==> src/rtl/alu_decode_stage_if.sv <==
// Purpose: bundles the upstream instruction handshake and the downstream decoded ALU control of alu_decode_stage.
// Latency: none (signal bundle only).
// Backpressure: upstream is gated by o_ready and downstream by i_ready; slave = decode stage, master = surrounding pipeline.
// Ports: i_valid/o_ready/i_inst (upstream), o_valid/i_ready (downstream), decoded control fields, o_illegal_cnt.
interface alu_decode_stage_if #(
    parameter int CNT_W = 8
);
    logic             i_valid;
    logic             o_ready;
    logic [31:0]      i_inst;
    logic             o_valid;
    logic             i_ready;
    logic [1:0]       o_unit;
    logic [1:0]       o_logic_mode;
    logic             o_sub;
    logic [1:0]       o_shift_mode;
    logic             o_cmp_unsigned;
    logic             o_use_imm;
    logic [31:0]      o_imm;
    logic [4:0]       o_rd;
    logic [4:0]       o_rs1;
    logic [4:0]       o_rs2;
    logic             o_illegal;
    logic [CNT_W-1:0] o_illegal_cnt;

    modport slave (
        input  i_valid, i_inst, i_ready,
        output o_ready, o_valid, o_unit, o_logic_mode, o_sub, o_shift_mode,
               o_cmp_unsigned, o_use_imm, o_imm, o_rd, o_rs1, o_rs2,
               o_illegal, o_illegal_cnt
    );

    modport master (
        output i_valid, i_inst, i_ready,
        input  o_ready, o_valid, o_unit, o_logic_mode, o_sub, o_shift_mode,
               o_cmp_unsigned, o_use_imm, o_imm, o_rd, o_rs1, o_rs2,
               o_illegal, o_illegal_cnt
    );
endinterface

==> src/rtl/alu_decode_stage.sv <==
// Purpose: decodes RV32I OP / OP-IMM instructions into registered integer ALU control.
// Latency: 1 cycle from accept to o_valid.
// Backpressure: o_ready = !o_valid || i_ready; all outputs hold while o_valid && !i_ready.
// Ports: i_clk, i_rst_n (async active-low), i_flush (sync drop), bus (alu_decode_stage_if.slave).
module alu_decode_stage #(
    parameter int CNT_W = 8
) (
    input  logic                 i_clk,
    input  logic                 i_rst_n,
    input  logic                 i_flush,
    alu_decode_stage_if.slave    bus
);

    localparam logic [6:0] OPC_R  = 7'b0110011;
    localparam logic [6:0] OPC_I  = 7'b0010011;
    localparam logic [6:0] F7_STD = 7'b0000000;
    localparam logic [6:0] F7_ALT = 7'b0100000;

    localparam logic [1:0] UNIT_ADD   = 2'd0;
    localparam logic [1:0] UNIT_LOGIC = 2'd1;
    localparam logic [1:0] UNIT_SHIFT = 2'd2;
    localparam logic [1:0] UNIT_CMP   = 2'd3;

    localparam logic [1:0] LM_AND  = 2'd0;
    localparam logic [1:0] LM_OR   = 2'd1;
    localparam logic [1:0] LM_XOR  = 2'd2;
    localparam logic [1:0] LM_NONE = 2'd3;

    localparam logic [1:0] SH_SLL = 2'd0;
    localparam logic [1:0] SH_SRL = 2'd1;
    localparam logic [1:0] SH_SRA = 2'd2;

    typedef struct packed {
        logic [1:0]  unit;
        logic [1:0]  logic_mode;
        logic        sub;
        logic [1:0]  shift_mode;
        logic        cmp_unsigned;
        logic        use_imm;
        logic [31:0] imm;
        logic [4:0]  rd;
        logic [4:0]  rs1;
        logic [4:0]  rs2;
        logic        illegal;
    } dec_t;

    dec_t             dec_d;
    dec_t             dec_q;
    logic             vld_q;
    logic [CNT_W-1:0] cnt_q;

    logic [6:0] opcode;
    logic [2:0] funct3;
    logic [6:0] funct7;
    logic       is_r;
    logic       is_i;
    logic       is_shift;
    logic       legal;
    logic       accept;

    assign opcode   = bus.i_inst[6:0];
    assign funct3   = bus.i_inst[14:12];
    assign funct7   = bus.i_inst[31:25];
    assign is_r     = (opcode == OPC_R);
    assign is_i     = (opcode == OPC_I);
    assign is_shift = (funct3 == 3'b001) || (funct3 == 3'b101);

    // For OP-IMM, inst[31:25] is immediate payload except on shifts, where
    // it selects SRL/SRA and must otherwise be zero.
    always_comb begin
        legal = 1'b0;
        if (is_r) begin
            legal = (funct7 == F7_STD) ||
                    ((funct7 == F7_ALT) && ((funct3 == 3'b000) || (funct3 == 3'b101)));
        end else if (is_i) begin
            if (funct3 == 3'b001)
                legal = (funct7 == F7_STD);
            else if (funct3 == 3'b101)
                legal = (funct7 == F7_STD) || (funct7 == F7_ALT);
            else
                legal = 1'b1;
        end
    end

    // Illegal words produce an all-zero control bundle apart from the
    // "no logic op" marker, so nothing downstream sees stray fields.
    always_comb begin
        dec_d            = '0;
        dec_d.logic_mode = LM_NONE;
        if (!legal) begin
            dec_d.illegal = 1'b1;
        end else begin
            dec_d.rd      = bus.i_inst[11:7];
            dec_d.rs1     = bus.i_inst[19:15];
            dec_d.rs2     = is_i ? 5'd0 : bus.i_inst[24:20];
            dec_d.use_imm = is_i;
            case (funct3)
                3'b000: begin
                    dec_d.unit = UNIT_ADD;
                    dec_d.sub  = is_r && (funct7 == F7_ALT);
                end
                3'b001: begin
                    dec_d.unit       = UNIT_SHIFT;
                    dec_d.shift_mode = SH_SLL;
                end
                3'b101: begin
                    dec_d.unit       = UNIT_SHIFT;
                    dec_d.shift_mode = (funct7 == F7_ALT) ? SH_SRA : SH_SRL;
                end
                3'b010: dec_d.unit = UNIT_CMP;
                3'b011: begin
                    dec_d.unit         = UNIT_CMP;
                    dec_d.cmp_unsigned = 1'b1;
                end
                3'b100: begin
                    dec_d.unit       = UNIT_LOGIC;
                    dec_d.logic_mode = LM_XOR;
                end
                3'b110: begin
                    dec_d.unit       = UNIT_LOGIC;
                    dec_d.logic_mode = LM_OR;
                end
                default: begin
                    dec_d.unit       = UNIT_LOGIC;
                    dec_d.logic_mode = LM_AND;
                end
            endcase
            if (is_i) begin
                dec_d.imm = is_shift ? {27'd0, bus.i_inst[24:20]}
                                     : {{20{bus.i_inst[31]}}, bus.i_inst[31:20]};
            end
        end
    end

    assign bus.o_ready = !vld_q || bus.i_ready;
    // Flush blocks a same-cycle accept so a dropped illegal is never counted.
    assign accept      = bus.i_valid && bus.o_ready && !i_flush;

    always_ff @(posedge i_clk or negedge i_rst_n) begin
        if (!i_rst_n) begin
            vld_q            <= 1'b0;
            dec_q            <= '0;
            dec_q.logic_mode <= LM_NONE;
            cnt_q            <= '0;
        end else if (i_flush) begin
            vld_q <= 1'b0;
        end else if (accept) begin
            vld_q <= 1'b1;
            dec_q <= dec_d;
            if (dec_d.illegal && !(&cnt_q))
                cnt_q <= cnt_q + 1'b1;
        end else if (bus.i_ready) begin
            vld_q <= 1'b0;
        end
    end

    assign bus.o_valid        = vld_q;
    assign bus.o_unit         = dec_q.unit;
    assign bus.o_logic_mode   = dec_q.logic_mode;
    assign bus.o_sub          = dec_q.sub;
    assign bus.o_shift_mode   = dec_q.shift_mode;
    assign bus.o_cmp_unsigned = dec_q.cmp_unsigned;
    assign bus.o_use_imm      = dec_q.use_imm;
    assign bus.o_imm          = dec_q.imm;
    assign bus.o_rd           = dec_q.rd;
    assign bus.o_rs1          = dec_q.rs1;
    assign bus.o_rs2          = dec_q.rs2;
    assign bus.o_illegal      = dec_q.illegal;
    assign bus.o_illegal_cnt  = cnt_q;

endmodule

==> src/flat_wrapper.sv <==
// flat-port wrapper written by rule: the top's interface ports become plain ports
module alu_decode_stage_flat 
#(
    parameter int CNT_W = 8
)
  (i_clk, i_rst_n, i_flush, bus_i_valid, bus_i_inst, bus_i_ready, bus_o_ready, bus_o_valid, bus_o_unit, bus_o_logic_mode, bus_o_sub, bus_o_shift_mode, bus_o_cmp_unsigned, bus_o_use_imm, bus_o_imm, bus_o_rd, bus_o_rs1, bus_o_rs2, bus_o_illegal, bus_o_illegal_cnt);
  alu_decode_stage_if #(.CNT_W(CNT_W)) bus_i ();
  input  logic i_clk;
  input  logic i_rst_n;
  input  logic i_flush;
  input wire logic [$bits(bus_i.i_valid)-1:0] bus_i_valid;
  input wire logic [$bits(bus_i.i_inst)-1:0] bus_i_inst;
  input wire logic [$bits(bus_i.i_ready)-1:0] bus_i_ready;
  output wire logic [$bits(bus_i.o_ready)-1:0] bus_o_ready;
  output wire logic [$bits(bus_i.o_valid)-1:0] bus_o_valid;
  output wire logic [$bits(bus_i.o_unit)-1:0] bus_o_unit;
  output wire logic [$bits(bus_i.o_logic_mode)-1:0] bus_o_logic_mode;
  output wire logic [$bits(bus_i.o_sub)-1:0] bus_o_sub;
  output wire logic [$bits(bus_i.o_shift_mode)-1:0] bus_o_shift_mode;
  output wire logic [$bits(bus_i.o_cmp_unsigned)-1:0] bus_o_cmp_unsigned;
  output wire logic [$bits(bus_i.o_use_imm)-1:0] bus_o_use_imm;
  output wire logic [$bits(bus_i.o_imm)-1:0] bus_o_imm;
  output wire logic [$bits(bus_i.o_rd)-1:0] bus_o_rd;
  output wire logic [$bits(bus_i.o_rs1)-1:0] bus_o_rs1;
  output wire logic [$bits(bus_i.o_rs2)-1:0] bus_o_rs2;
  output wire logic [$bits(bus_i.o_illegal)-1:0] bus_o_illegal;
  output wire logic [$bits(bus_i.o_illegal_cnt)-1:0] bus_o_illegal_cnt;
  assign bus_i.i_valid = bus_i_valid;
  assign bus_i.i_inst = bus_i_inst;
  assign bus_i.i_ready = bus_i_ready;
  assign bus_o_ready = bus_i.o_ready;
  assign bus_o_valid = bus_i.o_valid;
  assign bus_o_unit = bus_i.o_unit;
  assign bus_o_logic_mode = bus_i.o_logic_mode;
  assign bus_o_sub = bus_i.o_sub;
  assign bus_o_shift_mode = bus_i.o_shift_mode;
  assign bus_o_cmp_unsigned = bus_i.o_cmp_unsigned;
  assign bus_o_use_imm = bus_i.o_use_imm;
  assign bus_o_imm = bus_i.o_imm;
  assign bus_o_rd = bus_i.o_rd;
  assign bus_o_rs1 = bus_i.o_rs1;
  assign bus_o_rs2 = bus_i.o_rs2;
  assign bus_o_illegal = bus_i.o_illegal;
  assign bus_o_illegal_cnt = bus_i.o_illegal_cnt;
  alu_decode_stage #(.CNT_W(CNT_W)) u_core (.i_clk(i_clk), .i_rst_n(i_rst_n), .i_flush(i_flush), .bus(bus_i));
endmodule
==> config.mk <==
export PLATFORM = sky130hd
export DESIGN_NAME = alu_decode_stage_flat
export DESIGN_NICKNAME = d
export VERILOG_FILES = /design/src/rtl/alu_decode_stage_if.sv /design/src/rtl/alu_decode_stage.sv /design/src/flat_wrapper.sv
export SDC_FILE = /design/constraint.sdc
export NUM_CORES = 1
export LEC_CHECK = 0
export ABC_AREA = 1
export CAP_MARGIN = 10
export CORE_MARGIN = 4
export CORE_UTILIZATION = 59
export CTS_BUF_LIST = sky130_fd_sc_hd__clkbuf_4
export DETAILED_ROUTE_END_ITERATION = 10
export DONT_BUFFER_PORTS = 1
export PLACE_DENSITY = 0.88
export SLEW_MARGIN = 25
export SYNTH_ARGS = -nofsm -noshare
export SYNTH_HDL_FRONTEND = slang
export SYNTH_SLANG_ARGS = --single-unit
==> constraint.sdc <==
create_clock -name i_clk -period 1.6 [get_ports i_clk]
set_input_delay 0.16 -clock i_clk [delete_from_list [all_inputs] [get_ports i_clk]]
set_output_delay 0.16 -clock i_clk [all_outputs]
set_load 0.05 [all_outputs]
==> impl_metrics.toml <==
[critical_path]
reg2reg_from = "u_core.bus.o_illegal_cnt[0]$_DFFE_PN0P_"
crit_type = "reg2out"
crit_buf_inv = 1
crit_path_max_incr_delay_ns = 0.61
r2r_slack_ns = 0.11
path_depth = 1
cp-start-kind = "flop"
critPathTopFamily = "flip-flops"
cp.required_ns = 1.44
reg2reg_to = "u_core.bus.o_illegal_cnt[1]$_DFFE_PN0P_"
critPathMaxFanout = 10
crit_chain = "buf_16"
rr_worst_depth = 7
critPathSlowestCell = "dfrtp_4"
end_kind = "output port"
critPathArrivalTime_ns = 1.45

[worst_hold_path]
hold_path_class = "in2reg"
hold_end = "u_core.bus.o_sub$_DFFE_PN0P_"
worstHoldPathCells = 3
hp-start = "bus_i_inst[14]"

[timing]
rsz0062_at_grt = "true"
setup_ws_ns = -0.0132
setup_viol = 20
post-route-period-util = 1.01
slew_viol_final = 0
fin_tns_setup_ns = -0.213
hold_viol = 0
fin_worst_skew_ns = 0.00325
tightest_slew_ns = 0.511
fin_crit_ns = 1.61
fmax_ghz = 0.620
max-slew-margin-rel = 0.659
holdWs_ns = 0.0171

[job]
maxCapViolations = 0

[yosys]
synth_top_area_share = 0.434
yosysTopAreaCell = "dfrtp_1"
synth_cells = 291
synthTopCellsByArea = "dfrtp_1, nand2_1, buf_4, nand3_2, nand3_1"
ys_ff_latch = 46
syn-cell-area_sq_um = 2540
synth_cell_types = 30
yosysSeqAreaShare = 0.455
yosysWarnings = 0
avgSynthCellArea_sq_um = 8.72
syn_nets = 329

[grt]
grt_antenna_before_repair = 0
grt_pass1_vias = 2046
overflow = 0
grt_max_degree = 47
grt_pass1_wl_um = 9450
grtUsageTotal = 0.227

[drt]
ant_nets = 0
routed_wl_um = 5780
drc = 0
drtIter0Drc = 160
wire_per_inst_um = 15.7
viasPerCell = 5.39
vias = 1984
drtPass1Iterations = 4

[floorplan]
die-height_um = 73.6
rows = 23
start_util = 0.621
core_area_sq_um = 4090
die_w_um = 73.6
io_pins = 104
die_area_sq_um = 5410

[pwr]
p_per_area_nw_per_um2 = 841
totalPowerFinal_uw = 2480
p_seq_frac = 0.534
p_comb_frac = 0.239
pwr-share-clk = 0.227
power_switching_uw = 855
p_leak_uw = 0.00152
ir_drop_mv = 0.879
internal_power_uw = 1620
switching_share = 0.345

[place]
dpl.hpwl_um = 3870
gp_congestion = 0.814
post-place-ws_ns = 0.114
port_buffers = 0

[final_layout]
final_nets = 355
regArea_sq_um = 1160
fillers = 308
final_common_cell = "nand2_1"
n_antenna_cell = 0
multi_input_area_sq_um = 1110
drive_above_1_share = 0.233
area_growth_pct = 16.1
most-common-layout-cells = "nand2_1, dfrtp_1, dlygate4sd3_1"

[cts]
cts.reportedPaths.clkPinSlew_ns = 0.13
clk_path_buf_depth = 2
root_buffer = "clkbuf_4"
clkSinkCount = 46
cts_max_level = 2
cts_tree = "done"
numCtsBuffers = 5
worstSkewPairLatency_ns = 0.35

[outcome]
run_status = "finished with violations"
violations = "negative setup slack"
through the flow:
step,area [sq um],cells,utilization
final,2950,368,0.721
after global routing,2950,368,0.721
after CTS,2940,367,0.719
after detailed placement,2570,331,0.630
after global placement,2570,331,0.630
after floorplan,2560,291,-
layout make-up:
type,count,area share
Inverter,13,0.0166
Clock inverter,2,0.00467
Multi-Input combinational cell,201,0.377
Timing Repair Buffer,50,0.171
Tap cell,50,0.0212
Clock buffer,6,0.0153
Sequential cell,46,0.394
flip-flops by register name (all words and copies together), names as in the netlist:
signal	count
u_core.bus.o_sub	1
u_core.bus.o_rs2	5
u_core.bus.o_cmp_unsigned	1
u_core.bus.o_illegal	1
u_core.bus.o_valid	1
u_core.bus.o_unit	2
u_core.bus.o_illegal_cnt	8
u_core.bus.o_rd	5
u_core.bus.o_shift_mode	2
u_core.bus.o_use_imm	1
u_core.bus.o_imm	12
u_core.bus.o_rs1	5
u_core.bus.o_logic_mode	2
kinds of logic (layout without fill, tap and decap cells):
group | Yosys count | after routing | synth area share
compound gates | 14 | 14 | 0.0306
xor+xnor | 4 | 4 | 0.0138
fa+ha+maj | 1 | 1 | 0.00493
buf+inv | 44 | 71 | 0.115
flops | 46 | 46 | 0.455
simple gates | 182 | 182 | 0.381
worst max-delay path by stage:
stage | startpoint | endpoint
final | u_core.bus.o_imm[30]$_DFFE_PN0P_ | bus_o_imm[19]
after CTS | u_core.bus.o_imm[30]$_DFFE_PN0P_ | bus_o_imm[12]
after global placement | u_core.bus.o_illegal_cnt[0]$_DFFE_PN0P_ | u_core.bus.o_illegal_cnt[5]$_DFFE_PN0P_
after detailed placement | u_core.bus.o_illegal_cnt[0]$_DFFE_PN0P_ | u_core.bus.o_illegal_cnt[1]$_DFFE_PN0P_
after floorplan | u_core.bus.o_valid$_DFFE_PN0P_ | u_core.bus.o_rd[3]$_DFFE_PN0P_
after global routing | u_core.bus.o_imm[30]$_DFFE_PN0P_ | bus_o_imm[26]
power groups by stage:
stage | logic, uW | clock network, uW | registers, uW
CTS | 594 | 577 | 1320
global route | 643 | 627 | 1330
detailed placement | 504 | 0 | 1340
floorplan | 196 | 0 | 1520
finish | 591 | 563 | 1320
global placement | 491 | 0 | 1340
repair_timing:
action                                  CTS  global route
hold buffers                             28             0
endpoints found under the hold margin    74             0
resized for setup                         1             0
pin swaps                                 0             1
endpoints found under the setup margin   20            21
buffers inserted                          0             1
Yosys cell counts:
master         count
nand4_1            9
nor2_2             2
dfrtp_1           44
dlygate4sd1_1      1
nand3_4            1
inv_1             11
nand3b_1           7
nor2_8             1
a21oi_1            1
buf_4             23
xnor2_1            1
clkbuf_1           3
nand3b_4           1
buf_2              2
nand2_4            2
nor2_4             1
nand2_1          107
o21ai_0           12
nand2_2            6
dfstp_2            2
buf_12             2
a31oi_2            1
nand2_8            1
nand3_2           16
inv_2              2
nor2_1            13
ha_1               1
nand3_1           14
xor2_1             3
nor3_4             1
per-layer routing:
| layer | track usage | part of all wire | vias up |
|---|---|---|---|
| met5 | 0 | 0 | - |
| met4 | 0.0724 | 0.020 | 0 |
| met3 | 0.0834 | 0.089 | 13 |
| met2 | 0.376 | 0.50 | 89 |
| met1 | 0.273 | 0.39 | 918 |
| li1 | - | - | 964 |
Power figures use the tool's default switching activity.
